<file path="src/rtl/xdma_axil_regfile_pkg.sv">
// xdma_axil_pkg: shared response codes, register indices and FSM states for the XDMA AXI-Lite register file.
package xdma_axil_pkg;
  typedef enum logic [1:0] {RESP_OKAY = 2'b00, RESP_SLVERR = 2'b10} resp_t;
  localparam int REG_ID = 0;
  localparam int REG_STATUS = 1;
  localparam int REG_DOORBELL = 2;
  typedef enum logic {W_IDLE, W_RESP} w_state_t;
  typedef enum logic {R_IDLE, R_DATA} r_state_t;
endpackage

</file>
<file path="src/rtl/xdma_axil_regfile_if.sv">
// xdma_axil_regfile_if: AXI4-Lite bus bundle with master/slave views.
interface xdma_axil_regfile_if #(parameter int ADDR_W = 32) ();
  logic [ADDR_W-1:0] awaddr;
  logic [2:0] awprot;
  logic awvalid;
  logic awready;
  logic [31:0] wdata;
  logic [3:0] wstrb;
  logic wvalid;
  logic wready;
  logic bvalid;
  logic [1:0] bresp;
  logic bready;
  logic [ADDR_W-1:0] araddr;
  logic [2:0] arprot;
  logic arvalid;
  logic arready;
  logic [31:0] rdata;
  logic [1:0] rresp;
  logic rvalid;
  logic rready;
  modport slave (
    input awaddr, awprot, awvalid, wdata, wstrb, wvalid, bready, araddr, arprot, arvalid, rready,
    output awready, wready, bvalid, bresp, arready, rdata, rresp, rvalid
  );
  modport master (
    output awaddr, awprot, awvalid, wdata, wstrb, wvalid, bready, araddr, arprot, arvalid, rready,
    input awready, wready, bvalid, bresp, arready, rdata, rresp, rvalid
  );
endinterface

</file>
<file path="src/rtl/xdma_axil_regfile_strb_merge.sv">
// xdma_axil_strb_merge: byte-enable merge of new data over old data.
module xdma_axil_strb_merge (
  input  logic [31:0] old_data,
  input  logic [31:0] new_data,
  input  logic [3:0]  strb,
  output logic [31:0] merged
);
  for (genvar b = 0; b < 4; b++) begin : g_byte
    assign merged[8*b +: 8] = strb[b] ? new_data[8*b +: 8] : old_data[8*b +: 8];
  end
endmodule

</file>
<file path="src/rtl/xdma_axil_regfile.sv">
// xdma_axil_regfile: AXI4-Lite control/status register file behind the XDMA user BAR.
// Optional doorbell interrupt request enabled by XDMA_AXIL_DOORBELL_IRQ_EN.
module xdma_axil_regfile
  import xdma_axil_pkg::*;
#(
  parameter int ADDR_W = 32,
  parameter int NUM_REGS = 16,
  parameter logic [31:0] ID_VALUE = 32'h5649_5254
) (
  input  logic axi_aclk,
  input  logic axi_areset,
  xdma_axil_regfile_if.slave s_axil,
  input  logic [31:0] status_i,
  output logic [NUM_REGS*32-1:0] cfg_o,
  output logic doorbell_valid_o,
  output logic [31:0] doorbell_data_o
`ifdef XDMA_AXIL_DOORBELL_IRQ_EN
  ,
  output logic usr_irq_req_o,
  input  logic usr_irq_ack_i
`endif
);
  localparam int IW = $clog2(NUM_REGS);
  localparam logic [ADDR_W-1:0] LIMIT = ADDR_W'(NUM_REGS * 4);
  localparam logic [IW-1:0] IDX_ID = IW'(REG_ID);
  localparam logic [IW-1:0] IDX_STATUS = IW'(REG_STATUS);
  localparam logic [IW-1:0] IDX_DB = IW'(REG_DOORBELL);
  w_state_t w_state;
  r_state_t r_state;
  logic aw_got, w_got;
  logic [ADDR_W-1:0] aw_addr;
  logic [31:0] w_data;
  logic [3:0] w_strb;
  logic [31:0] regs [NUM_REGS];
  logic aw_hs, w_hs, ar_hs, commit, w_ok, r_ok, db_hit;
  logic [ADDR_W-1:0] c_addr;
  logic [31:0] c_data, old_data, merged, rd_val;
  logic [3:0] c_strb;
  logic [IW-1:0] w_idx, r_idx;
  logic unused;
  assign unused = ^{s_axil.awprot, s_axil.arprot};
  assign aw_hs = s_axil.awvalid && s_axil.awready;
  assign w_hs = s_axil.wvalid && s_axil.wready;
  assign ar_hs = s_axil.arvalid && s_axil.arready;
  // A beat handshaking this edge counts as captured, so AW and W together commit at once.
  assign commit = (w_state == W_IDLE) && (aw_got || aw_hs) && (w_got || w_hs);
  assign c_addr = aw_hs ? s_axil.awaddr : aw_addr;
  assign c_data = w_hs ? s_axil.wdata : w_data;
  assign c_strb = w_hs ? s_axil.wstrb : w_strb;
  assign w_ok = c_addr < LIMIT;
  assign w_idx = c_addr[IW+1:2];
  assign db_hit = commit && w_ok && (w_idx == IDX_DB);
  assign old_data = (w_idx == IDX_DB) ? 32'h0 : regs[w_idx];
  assign r_ok = s_axil.araddr < LIMIT;
  assign r_idx = s_axil.araddr[IW+1:2];
  xdma_axil_strb_merge u_merge (
    .old_data(old_data),
    .new_data(c_data),
    .strb(c_strb),
    .merged(merged)
  );
  always_comb begin
    rd_val = !r_ok ? 32'h0 :
             (r_idx == IDX_ID) ? ID_VALUE :
             (r_idx == IDX_STATUS) ? status_i :
             (r_idx == IDX_DB) ? 32'h0 : regs[r_idx];
  end
  for (genvar g = 0; g < NUM_REGS; g++) begin : g_cfg
    assign cfg_o[32*g +: 32] = regs[g];
  end
  always_ff @(posedge axi_aclk or posedge axi_areset) begin
    if (axi_areset) begin
      w_state <= W_IDLE;
      aw_got <= 1'b0;
      w_got <= 1'b0;
      aw_addr <= '0;
      w_data <= '0;
      w_strb <= '0;
      s_axil.awready <= 1'b0;
      s_axil.wready <= 1'b0;
      s_axil.bvalid <= 1'b0;
      s_axil.bresp <= RESP_OKAY;
      doorbell_valid_o <= 1'b0;
      doorbell_data_o <= '0;
      for (int i = 0; i < NUM_REGS; i++) regs[i] <= '0;
    end else begin
      doorbell_valid_o <= 1'b0;
      if (w_state == W_IDLE) begin
        if (aw_hs) begin
          aw_got <= 1'b1;
          aw_addr <= s_axil.awaddr;
        end
        if (w_hs) begin
          w_got <= 1'b1;
          w_data <= s_axil.wdata;
          w_strb <= s_axil.wstrb;
        end
        if (commit) begin
          s_axil.awready <= 1'b0;
          s_axil.wready <= 1'b0;
          s_axil.bvalid <= 1'b1;
          s_axil.bresp <= w_ok ? RESP_OKAY : RESP_SLVERR;
          w_state <= W_RESP;
          if (db_hit) begin
            doorbell_valid_o <= 1'b1;
            doorbell_data_o <= merged;
          end
          if (w_ok && w_idx > IDX_DB) regs[w_idx] <= merged;
        end else begin
          s_axil.awready <= !(aw_got || aw_hs);
          s_axil.wready <= !(w_got || w_hs);
        end
      end else if (s_axil.bready) begin
        s_axil.bvalid <= 1'b0;
        aw_got <= 1'b0;
        w_got <= 1'b0;
        s_axil.awready <= 1'b1;
        s_axil.wready <= 1'b1;
        w_state <= W_IDLE;
      end
    end
  end
  always_ff @(posedge axi_aclk or posedge axi_areset) begin
    if (axi_areset) begin
      r_state <= R_IDLE;
      s_axil.arready <= 1'b0;
      s_axil.rvalid <= 1'b0;
      s_axil.rdata <= '0;
      s_axil.rresp <= RESP_OKAY;
    end else if (r_state == R_IDLE) begin
      if (ar_hs) begin
        s_axil.rdata <= rd_val;
        s_axil.rresp <= r_ok ? RESP_OKAY : RESP_SLVERR;
        s_axil.rvalid <= 1'b1;
        s_axil.arready <= 1'b0;
        r_state <= R_DATA;
      end else begin
        s_axil.arready <= 1'b1;
      end
    end else if (s_axil.rready) begin
      s_axil.rvalid <= 1'b0;
      s_axil.arready <= 1'b1;
      r_state <= R_IDLE;
    end
  end
`ifdef XDMA_AXIL_DOORBELL_IRQ_EN
  // New doorbells while a request is pending merge into it; set wins over a coincident ack.
  always_ff @(posedge axi_aclk or posedge axi_areset) begin
    if (axi_areset) usr_irq_req_o <= 1'b0;
    else if (db_hit) usr_irq_req_o <= 1'b1;
    else if (usr_irq_ack_i) usr_irq_req_o <= 1'b0;
  end
`endif
endmodule
</file>
<file path="src/flat_wrapper.sv">
// flat-port wrapper written by rule: the top's interface ports become plain ports
module xdma_axil_regfile_flat import xdma_axil_pkg::*;
#(
  parameter int ADDR_W = 32,
  parameter int NUM_REGS = 16,
  parameter logic [31:0] ID_VALUE = 32'h5649_5254
)
  (axi_aclk, axi_areset, status_i, cfg_o, doorbell_valid_o, doorbell_data_o, s_axil_awaddr, s_axil_awprot, s_axil_awvalid, s_axil_wdata, s_axil_wstrb, s_axil_wvalid, s_axil_bready, s_axil_araddr, s_axil_arprot, s_axil_arvalid, s_axil_rready, s_axil_awready, s_axil_wready, s_axil_bvalid, s_axil_bresp, s_axil_arready, s_axil_rdata, s_axil_rresp, s_axil_rvalid);
  xdma_axil_regfile_if #(.ADDR_W(ADDR_W)) s_axil_i ();
  input  logic axi_aclk;
  input  logic axi_areset;
  input  logic [31:0] status_i;
  output logic [NUM_REGS*32-1:0] cfg_o;
  output logic doorbell_valid_o;
  output logic [31:0] doorbell_data_o;
  input wire logic [$bits(s_axil_i.awaddr)-1:0] s_axil_awaddr;
  input wire logic [$bits(s_axil_i.awprot)-1:0] s_axil_awprot;
  input wire logic [$bits(s_axil_i.awvalid)-1:0] s_axil_awvalid;
  input wire logic [$bits(s_axil_i.wdata)-1:0] s_axil_wdata;
  input wire logic [$bits(s_axil_i.wstrb)-1:0] s_axil_wstrb;
  input wire logic [$bits(s_axil_i.wvalid)-1:0] s_axil_wvalid;
  input wire logic [$bits(s_axil_i.bready)-1:0] s_axil_bready;
  input wire logic [$bits(s_axil_i.araddr)-1:0] s_axil_araddr;
  input wire logic [$bits(s_axil_i.arprot)-1:0] s_axil_arprot;
  input wire logic [$bits(s_axil_i.arvalid)-1:0] s_axil_arvalid;
  input wire logic [$bits(s_axil_i.rready)-1:0] s_axil_rready;
  output wire logic [$bits(s_axil_i.awready)-1:0] s_axil_awready;
  output wire logic [$bits(s_axil_i.wready)-1:0] s_axil_wready;
  output wire logic [$bits(s_axil_i.bvalid)-1:0] s_axil_bvalid;
  output wire logic [$bits(s_axil_i.bresp)-1:0] s_axil_bresp;
  output wire logic [$bits(s_axil_i.arready)-1:0] s_axil_arready;
  output wire logic [$bits(s_axil_i.rdata)-1:0] s_axil_rdata;
  output wire logic [$bits(s_axil_i.rresp)-1:0] s_axil_rresp;
  output wire logic [$bits(s_axil_i.rvalid)-1:0] s_axil_rvalid;
  assign s_axil_i.awaddr = s_axil_awaddr;
  assign s_axil_i.awprot = s_axil_awprot;
  assign s_axil_i.awvalid = s_axil_awvalid;
  assign s_axil_i.wdata = s_axil_wdata;
  assign s_axil_i.wstrb = s_axil_wstrb;
  assign s_axil_i.wvalid = s_axil_wvalid;
  assign s_axil_i.bready = s_axil_bready;
  assign s_axil_i.araddr = s_axil_araddr;
  assign s_axil_i.arprot = s_axil_arprot;
  assign s_axil_i.arvalid = s_axil_arvalid;
  assign s_axil_i.rready = s_axil_rready;
  assign s_axil_awready = s_axil_i.awready;
  assign s_axil_wready = s_axil_i.wready;
  assign s_axil_bvalid = s_axil_i.bvalid;
  assign s_axil_bresp = s_axil_i.bresp;
  assign s_axil_arready = s_axil_i.arready;
  assign s_axil_rdata = s_axil_i.rdata;
  assign s_axil_rresp = s_axil_i.rresp;
  assign s_axil_rvalid = s_axil_i.rvalid;
  xdma_axil_regfile #(.ADDR_W(ADDR_W), .NUM_REGS(NUM_REGS), .ID_VALUE(ID_VALUE)) u_core (.axi_aclk(axi_aclk), .axi_areset(axi_areset), .s_axil(s_axil_i), .status_i(status_i), .cfg_o(cfg_o), .doorbell_valid_o(doorbell_valid_o), .doorbell_data_o(doorbell_data_o));
endmodule
</file>
<file path="config.mk">
export PLATFORM = sky130hd
export DESIGN_NAME = xdma_axil_regfile_flat
export DESIGN_NICKNAME = d
export VERILOG_FILES = /design/src/rtl/xdma_axil_regfile_pkg.sv /design/src/rtl/xdma_axil_regfile_if.sv /design/src/rtl/xdma_axil_regfile_strb_merge.sv /design/src/rtl/xdma_axil_regfile.sv /design/src/flat_wrapper.sv
export SDC_FILE = /design/constraint.sdc
export NUM_CORES = 2
export LEC_CHECK = 0
export BUFFER_PORTS_ARGS = -buffer_cell sky130_fd_sc_hd__buf_2
export CAP_MARGIN = 20
export CORE_ASPECT_RATIO = 1.5
export CORE_MARGIN = 2
export CORE_UTILIZATION = 30
export DETAILED_ROUTE_END_ITERATION = 10
export HOLD_SLACK_MARGIN = 0.05
export PLACE_DENSITY_LB_ADDON = 0.05
export SETUP_SLACK_MARGIN = 0.1
export SYNTH_ARGS = -nofsm -noshare
export SYNTH_HDL_FRONTEND = slang
export SYNTH_SLANG_ARGS = --single-unit
</file>
<file path="constraint.sdc">
create_clock -name axi_aclk -period 18.1 [get_ports axi_aclk]
set_input_delay 0.905 -clock axi_aclk [delete_from_list [all_inputs] [get_ports axi_aclk]]
set_output_delay 0.905 -clock axi_aclk [all_outputs]
set_load 0.05 [all_outputs]
</file>
; ---- Word level (Yosys, flattened, before mapping)
; Cells that the tools add are included.
[op_classes]
n_lt_le_gt_ge = 6
n_eq_ne = 5
n_mux = 50
n_bitwise = 4
n_reduce_logical = 26
[ops]
columns = cell, count
row1 = 512-bit bitwise mux, 1
row2 = 32-bit 2-to-1 mux, 12
row3 = 32-bit binary-select mux with 4-bit select, 2
row4 = 32-bit demux with 4-bit select, 1
row5 = 32-bit by 7-bit < comparator with 1-bit output (second input constant), 2
row6 = 8-bit 2-to-1 mux, 4
row7 = 1-bit 2-to-1 mux, 27
row8 = 2-bit AND reduction, 6
row9 = 5-bit greater-or-equal comparator (second input constant), 2
row10 = 4-bit inverter with 5-bit output, 2
row11 = 1-bit logical AND, 9
row12 = 4-bit by 2-bit == test with 1-bit output (second input constant), 2
row13 = 2-bit nonzero test, 4
row14 = 3-bit AND reduction, 2
row15 = 5-bit by 1-bit < comparator with 1-bit output (second input constant), 1
row16 = 4-bit by 1-bit == test with 1-bit output (second input constant), 1
row17 = 4-bit by 2-bit > comparator with 1-bit output (second input constant), 1
row18 = 4-bit zero test, 1
row19 = 2-bit 2-to-1 mux, 2
row20 = 4-bit 2-to-1 mux, 1
row21 = 2-bit != test (second input constant), 2
row22 = 1-bit zero test, 2
row23 = 1-bit logical OR, 2
row24 = 1-bit inverter, 2
[totals]
regBits = 658
inputBits = 145
out_inout_bits = 586
word_cells = 124

; ---- Longest topological paths before layout
[depth]
word_depth = 9
depth_mapped = 12
ltp_nobuf = 7

; ---- Modules after synthesis
; A second synthesis with hierarchy kept.
[unflattened]
cells_unflattened = 2501
area_unflattened_um2 = 33498.4
[modules_own_cells]
columns = mod, n_inst, cells_each, area_per_inst_um2, seq_area_each_um2
row1 = xdma_axil_regfile, 1, 2465, 32972.9, 16365.7
row2 = xdma_axil_strb_merge, 1, 36, 525.5, 0.0

; ---- Least setup slack after synthesis
; OpenSTA, ideal clock, no wires.
[synth_path]
path_type = input port to flip-flop
from = input s_axil_araddr[2]
to = register u_core.s_axil.rdata[2]
setup_time_ns = 0.142
arrival_time_ns = 2.755
required_ns = 17.958
slack_ns = 15.202
path_stages = 6
path_buffers = 2
path_cell_list = buf_2 > buf_1 > mux4_2 > mux4_2 > inv_1 > o221ai_1
[synth_between]
elab_chain_cells = 8
elab_cells_between_ends = 12
classes_between = 1 x order compare / 2 x eq/ne / 7 x mux / 1 x bitwise / 1 x reduce/logical
[synth_lines]
columns = item, line
row1 = from (decl), flat_wrapper.sv:23  ; input wire logic [$bits(s_axil_i.araddr)-1:0] s_axil_araddr;
row2 = 4-bit inverter with 5-bit output (implied by the code), xdma_axil_regfile.sv:66  ; (r_idx == IDX_DB) ? 32'h0 : regs[r_idx];
row3 = 32-bit binary-select mux with 4-bit select, xdma_axil_regfile.sv:66
row4 = 32-bit 2-to-1 mux (implied by the code) (2 in a row), xdma_axil_regfile.sv:66
row5 = 32-bit 2-to-1 mux, xdma_axil_regfile.sv:66
row6 = 32-bit 2-to-1 mux, xdma_axil_regfile.sv:65  ; (r_idx == IDX_STATUS) ? status_i :
row7 = 32-bit 2-to-1 mux, xdma_axil_regfile.sv:64  ; (r_idx == IDX_ID) ? ID_VALUE :
row8 = 32-bit 2-to-1 mux (*), xdma_axil_regfile.sv:63  ; rd_val = !r_ok ? 32'h0 :
row9 = to (signal assigned), xdma_axil_regfile.sv:132  ; s_axil.rdata <= rd_val;
row10 = to (decl), xdma_axil_regfile_if.sv:24  ; output awready, wready, bvalid, bresp, arready, rdata, rresp, rvalid
; Mark *: on every way between the ends. The rest lies on a longest branch, timed or not. The select of a mux whose other input is x is not followed.
; A chain may end at the register's enable or synchronous reset.

; ---- Worst setup path in the final report
[layout_path]
from = register u_core.s_axil.awready
to = register u_core.regs (netlist bit u_core.cfg_o[466])
[layout_between]
elab_chain_cells = 9
elab_cells_between_ends = 22
classes_between = 4 x order compare / 1 x eq/ne / 9 x mux / 1 x bitwise / 7 x reduce/logical
[layout_lines]
columns = item, line
row1 = from (decl), xdma_axil_regfile_if.sv:24
row2 = from (signal assigned), xdma_axil_regfile.sv:110  ; s_axil.awready <= !(aw_got || aw_hs);
row3 = 1-bit logical AND (*), xdma_axil_regfile.sv:42  ; assign aw_hs = s_axil.awvalid && s_axil.awready;
row4 = branches (longest 8 deep; another with 32-bit by 7-bit < comparator with 1-bit output), -
row5 = "to (signal, indexed assignment)", xdma_axil_regfile.sv:108  ; if (w_ok && w_idx > IDX_DB) regs[w_idx] <= merged;
row6 = to (decl), xdma_axil_regfile.sv:34  ; logic [31:0] regs [NUM_REGS];
; Every way passes the cells marked *. The select of a mux whose other input is x is not followed.

==> impl_metrics.prom <==
# TYPE chip_impl_metric gauge
chip_impl_metric{name="hold_buffers",unit=""} 0
chip_impl_metric{name="layout.nets",unit=""} 3632
chip_impl_metric{name="power-per-cell-area",unit="mW/mm^2"} 124
chip_impl_info{name="timing_worst_setup_path_type",value="reg -> reg"} 1
chip_impl_metric{name="placement_stage_worst_setup_slack",unit="ns"} 12.72
chip_impl_metric{name="synthesis.area_per_instance",unit="sq um"} 10.9
chip_impl_metric{name="fin_ws",unit="ns"} 13.03
chip_impl_info{name="crit_path_start_kind",value="register"} 1
chip_impl_metric{name="post_cts_buffers",unit=""} 0
chip_impl_metric{name="global_route_wire_length_before_repair",unit="mm"} 217
chip_impl_metric{name="critical_path_arrival",unit="ns"} 5.54
chip_impl_metric{name="fmax",unit="MHz"} 197
chip_impl_metric{name="final-hold-violation-count",unit=""} 0
chip_impl_metric{name="max_slew_violations",unit=""} 0
chip_impl_metric{name="max_capacitance_violation_total",unit=""} 0
chip_impl_metric{name="syn-cell-area",unit="sq mm"} 0.0329
chip_impl_metric{name="design.die.area",unit="sq mm"} 0.112
chip_impl_info{name="end_kind",value="register"} 1
chip_impl_metric{name="grt_overflow_total",unit=""} 0
chip_impl_metric{name="timing.critical_path.required",unit="ns"} 18.57
chip_impl_metric{name="global_placement_routability_congestion",unit=""} 0.853
chip_impl_metric{name="vias_per_cell",unit=""} 5.47
chip_impl_metric{name="firstDrtPassIters",unit=""} 5
chip_impl_metric{name="dieHeight",unit="microns"} 409
chip_impl_metric{name="ys_warns",unit=""} 0
chip_impl_metric{name="final.setup_skew",unit="ns"} 0.0343
chip_impl_metric{name="period_share",unit=""} 0.280
chip_impl_metric{name="area.growth.synth_to_final",unit="%"} 20.1
chip_impl_info{name="worst_r2r_startpoint",value="u_core.s_axil.awready$_DFFE_PP0P_"} 1
chip_impl_metric{name="clk_path_buf_depth",unit=""} 3
chip_impl_metric{name="cts.reportedPaths.clkPinSlew",unit="ns"} 0.06
chip_impl_metric{name="postSynthCellCount",unit=""} 3004
chip_impl_metric{name="layoutNonFillerInstCount",unit=""} 4966
chip_impl_metric{name="postSynth.asyncResetShare",unit=""} 1.00
chip_impl_metric{name="design.portCount",unit=""} 731
chip_impl_metric{name="largest_stage_delay_worst_path",unit="ns"} 0.93
chip_impl_metric{name="reg2reg_setup_slack",unit="ns"} 13.03
chip_impl_info{name="tritoncts",value="built"} 1
chip_impl_metric{name="global_route.usage.total",unit=""} 0.271
chip_impl_metric{name="place.detailed.instances",unit=""} 4830
chip_impl_metric{name="initial_core_util",unit=""} 0.303
chip_impl_metric{name="layout.core_utilization",unit=""} 0.364
chip_impl_info{name="postSynth.topFlopCell",value="sky130_fd_sc_hd__dfrtp_1"} 1
chip_impl_metric{name="cts_sinks",unit=""} 654
chip_impl_metric{name="antenna_found_initial",unit=""} 9
chip_impl_info{name="cts_root_buf",value="sky130_fd_sc_hd__clkbuf_16"} 1
chip_impl_info{name="run_status",value="complete, no violations"} 1
chip_impl_metric{name="number_of_distinct_library_cell_variants_in_the_gate_level_netlist_after_synthesis",unit=""} 66
chip_impl_metric{name="worstMarginPinSlew",unit="ns"} 1.29
chip_impl_metric{name="cts_buffers",unit=""} 74
chip_impl_metric{name="peakVddDrop",unit="V"} 0.000114
chip_impl_info{name="rsz0062_at_grt",value="false"} 1
chip_impl_metric{name="die_w",unit="microns"} 274
chip_impl_info{name="mostFrequentLayoutCell",value="sky130_fd_sc_hd__buf_2"} 1
chip_impl_metric{name="synth_sequential_area_ratio",unit=""} 0.498
chip_impl_metric{name="routed_wl",unit="mm"} 155
chip_impl_metric{name="reported_leakage_power",unit="uW"} 0.0193
chip_impl_metric{name="avgRoutedWirePerCell",unit="microns"} 31.1
chip_impl_info{name="crit_slowest_cell",value="sky130_fd_sc_hd__a21bo_2"} 1
chip_impl_metric{name="worstPathBufferInverterCount",unit=""} 1
chip_impl_metric{name="timing.reg2reg.worst_path_depth",unit=""} 8
chip_impl_metric{name="timing.hold.ws",unit="ns"} 0.206
chip_impl_metric{name="cp_max_fo",unit=""} 144
chip_impl_metric{name="grt_start_max_net_pins",unit=""} 145
chip_impl_metric{name="post_route_cells_drive_above_1_share",unit=""} 0.390
chip_impl_info{name="worst_r2r_endpoint",value="u_core.cfg_o[466]$_DFFE_PP0P_"} 1
chip_impl_metric{name="synth.ff_latch_count",unit=""} 654
chip_impl_metric{name="iteration_0_drc_count_of_the_detailed_router",unit=""} 2150
chip_impl_metric{name="drc",unit=""} 0
chip_impl_info{name="synthDominantAreaCellType",value="sky130_fd_sc_hd__dfrtp_1"} 1
chip_impl_info{name="holdCritPathClass",value="in -> async"} 1
chip_impl_metric{name="setup_total_negative_slack",unit="ns"} 0
chip_impl_metric{name="clock_tree.htree_level_count",unit=""} 3
chip_impl_metric{name="maxSlewHeadroom",unit=""} 0.143
chip_impl_metric{name="first_global_vias",unit=""} 27679
chip_impl_metric{name="detailroute.via_count",unit=""} 27143
chip_impl_info{name="critical-path-top-delay-family",value="compound AO/OA/AOI/OAI gates"} 1
chip_impl_metric{name="buffer_ports.inserted",unit=""} 718
chip_impl_metric{name="clk-insertion-delay-late",unit="ns"} 0.66
chip_impl_metric{name="dp.final_hpwl",unit="mm"} 105
chip_impl_metric{name="floorplan.core_area",unit="sq mm"} 0.109
chip_impl_metric{name="synth_largest_type_area_fraction",unit=""} 0.498
chip_impl_metric{name="synth_edf_count",unit=""} 0
chip_impl_info{name="crit_chain",value="a21bo_2 -> nand2_8 -> buf_12 -> mux2_2 -> o22ai_1 -> o21ai_0 -> a21oi_2 -> a21oi_1"} 1
chip_impl_metric{name="ant_nets",unit=""} 0
chip_impl_info{name="synth_top_cells_by_area",value="sky130_fd_sc_hd__dfrtp_1 (50%), sky130_fd_sc_hd__mux4_2 (11%), sky130_fd_sc_hd__mux2_2 (8.3%)"} 1
chip_impl_metric{name="num_rows",unit=""} 148
chip_impl_metric{name="cts_resized",unit=""} 0
chip_impl_info{name="layout_common_cells",value="sky130_fd_sc_hd__buf_2 (714), sky130_fd_sc_hd__dfrtp_1 (654), sky130_fd_sc_hd__nor2_1 (426), sky130_fd_sc_hd__a21oi_1 (380), sky130_fd_sc_hd__mux2_2 (243)"} 1
chip_impl_metric{name="setup_viol",unit=""} 0
chip_impl_metric{name="fin_crit_period",unit="ns"} 5.07
## cells in the mapped netlist, drive strengths merged (3+ instances only)
| cell | instances |
|---|---|
| a2111oi | 16 |
| a211oi | 23 |
| a21o | 9 |
| a21oi | 425 |
| a221oi | 3 |
| a22oi | 23 |
| a31oi | 84 |
| a32oi | 12 |
| and2 | 3 |
| and3 | 26 |
| and4 | 3 |
| buf | 181 |
| clkbuf | 181 |
| dfrtp | 654 |
| inv | 42 |
| mux2 | 245 |
| mux2i | 51 |
| mux4 | 155 |
| nand2 | 188 |
| nand2b | 4 |
| nand3 | 16 |
| nand4 | 7 |
| nor2 | 429 |
| nor3 | 5 |
| nor3b | 3 |
| nor4 | 17 |
| o211a | 8 |
| o21a | 5 |
| o21ai | 56 |
| o21bai | 10 |
| o221ai | 16 |
| o22ai | 80 |
## flip-flops by register name, indices dropped and copies added (netlist names)
register                 count
u_core.s_axil.bvalid         1
u_core.aw_addr              30
u_core.s_axil.awready        1
u_core.w_state               1
u_core.s_axil.rresp          1
u_core.w_data               32
u_core.s_axil.bresp          1
u_core.doorbell_valid_o      1
u_core.w_strb                4
u_core.s_axil.wready         1
u_core.s_axil.arready        1
u_core.aw_got                1
u_core.w_got                 1
u_core.cfg_o               512
u_core.s_axil.rvalid         1
u_core.r_state               1
u_core.doorbell_data_o      32
u_core.s_axil.rdata         32
## cell type report
cell class	count	area, sq um
clock buffers	107	2200
fillers	11045	69100
well taps	1425	1780
inverters	42	161
repair buffers	768	4050
multi-input cells	1947	14700
flip-flops and latches	654	16400
diodes	4	10.0
clock inverters	19	180
## how the worst max path moves through the flow
stage                                           start  depth (start not counted)  slack [ns]                             end
CTS                 u_core.s_axil.awready$_DFFE_PP0P_                          8       13.15   u_core.cfg_o[398]$_DFFE_PP0P_
detailed placement                     s_axil_awvalid                          9       12.72   u_core.cfg_o[398]$_DFFE_PP0P_
finish              u_core.s_axil.awready$_DFFE_PP0P_                          8       13.03   u_core.cfg_o[466]$_DFFE_PP0P_
floorplan                                  axi_areset                          1        8.26  u_core.aw_addr[10]$_DFFE_PP0N_
global placement                       s_axil_awvalid                          9       12.77   u_core.cfg_o[124]$_DFFE_PP0P_
global route        u_core.s_axil.awready$_DFFE_PP0P_                          8       13.01   u_core.cfg_o[466]$_DFFE_PP0P_
## per-layer routing
layer,wire [microns],GRT usage,part of all wire,vias up
met2,72100,0.437,0.47,1167
met5,26,0,0.00017,-
li1,-,-,-,11765
met3,12800,0.0757,0.083,257
met1,63000,0.342,0.41,13950
met4,6660,0.109,0.043,4
## worst reg2reg max path: cells and delay by family (launching register included)
| kind | cells | cell delay [ns] |
|---|---|---|
| AOI/OAI and AO/OA | 5 | 2.11 |
| muxes | 1 | 1.01 |
| DFF | 1 | 0.65 |
| and+or+nand+nor | 1 | 0.64 |
| buffers and inverters | 1 | 0.48 |
## power breakdown
group / internal, uW / switching [uW] / leakage, uW
Clock: 883 / 644 / 0.00118
Combinational: 478 / 1260 / 0.00916
Sequential: 1550 / 66.9 / 0.00895
## through the flow
step           total power (uW)  cell area [sq um]
2_1_floorplan              2830              32900
3_3_place_gp               3340              37000
3_5_place_dp               3360              37000
4_1_cts                    4910              39400
5_1_grt                    5100              39400
6_report                   4890              39400
## kinds of logic (layout without fill, tap and decap cells)
kind of cell / Yosys count / count (layout) / share of synthesized area
flip-flops: 654 / 654 / 0.498
AO/OA/AOI/OAI: 781 / 781 / 0.145
multiplexers: 451 / 451 / 0.206
XOR/XNOR: 1 / 1 / 0.000267
buffers and inverters: 404 / 936 / 0.0605
AND/OR/NAND/NOR: 712 / 712 / 0.0899
other: 1 / 6 / 0.000114
Note: power is estimated with default switching activity, not from simulation.
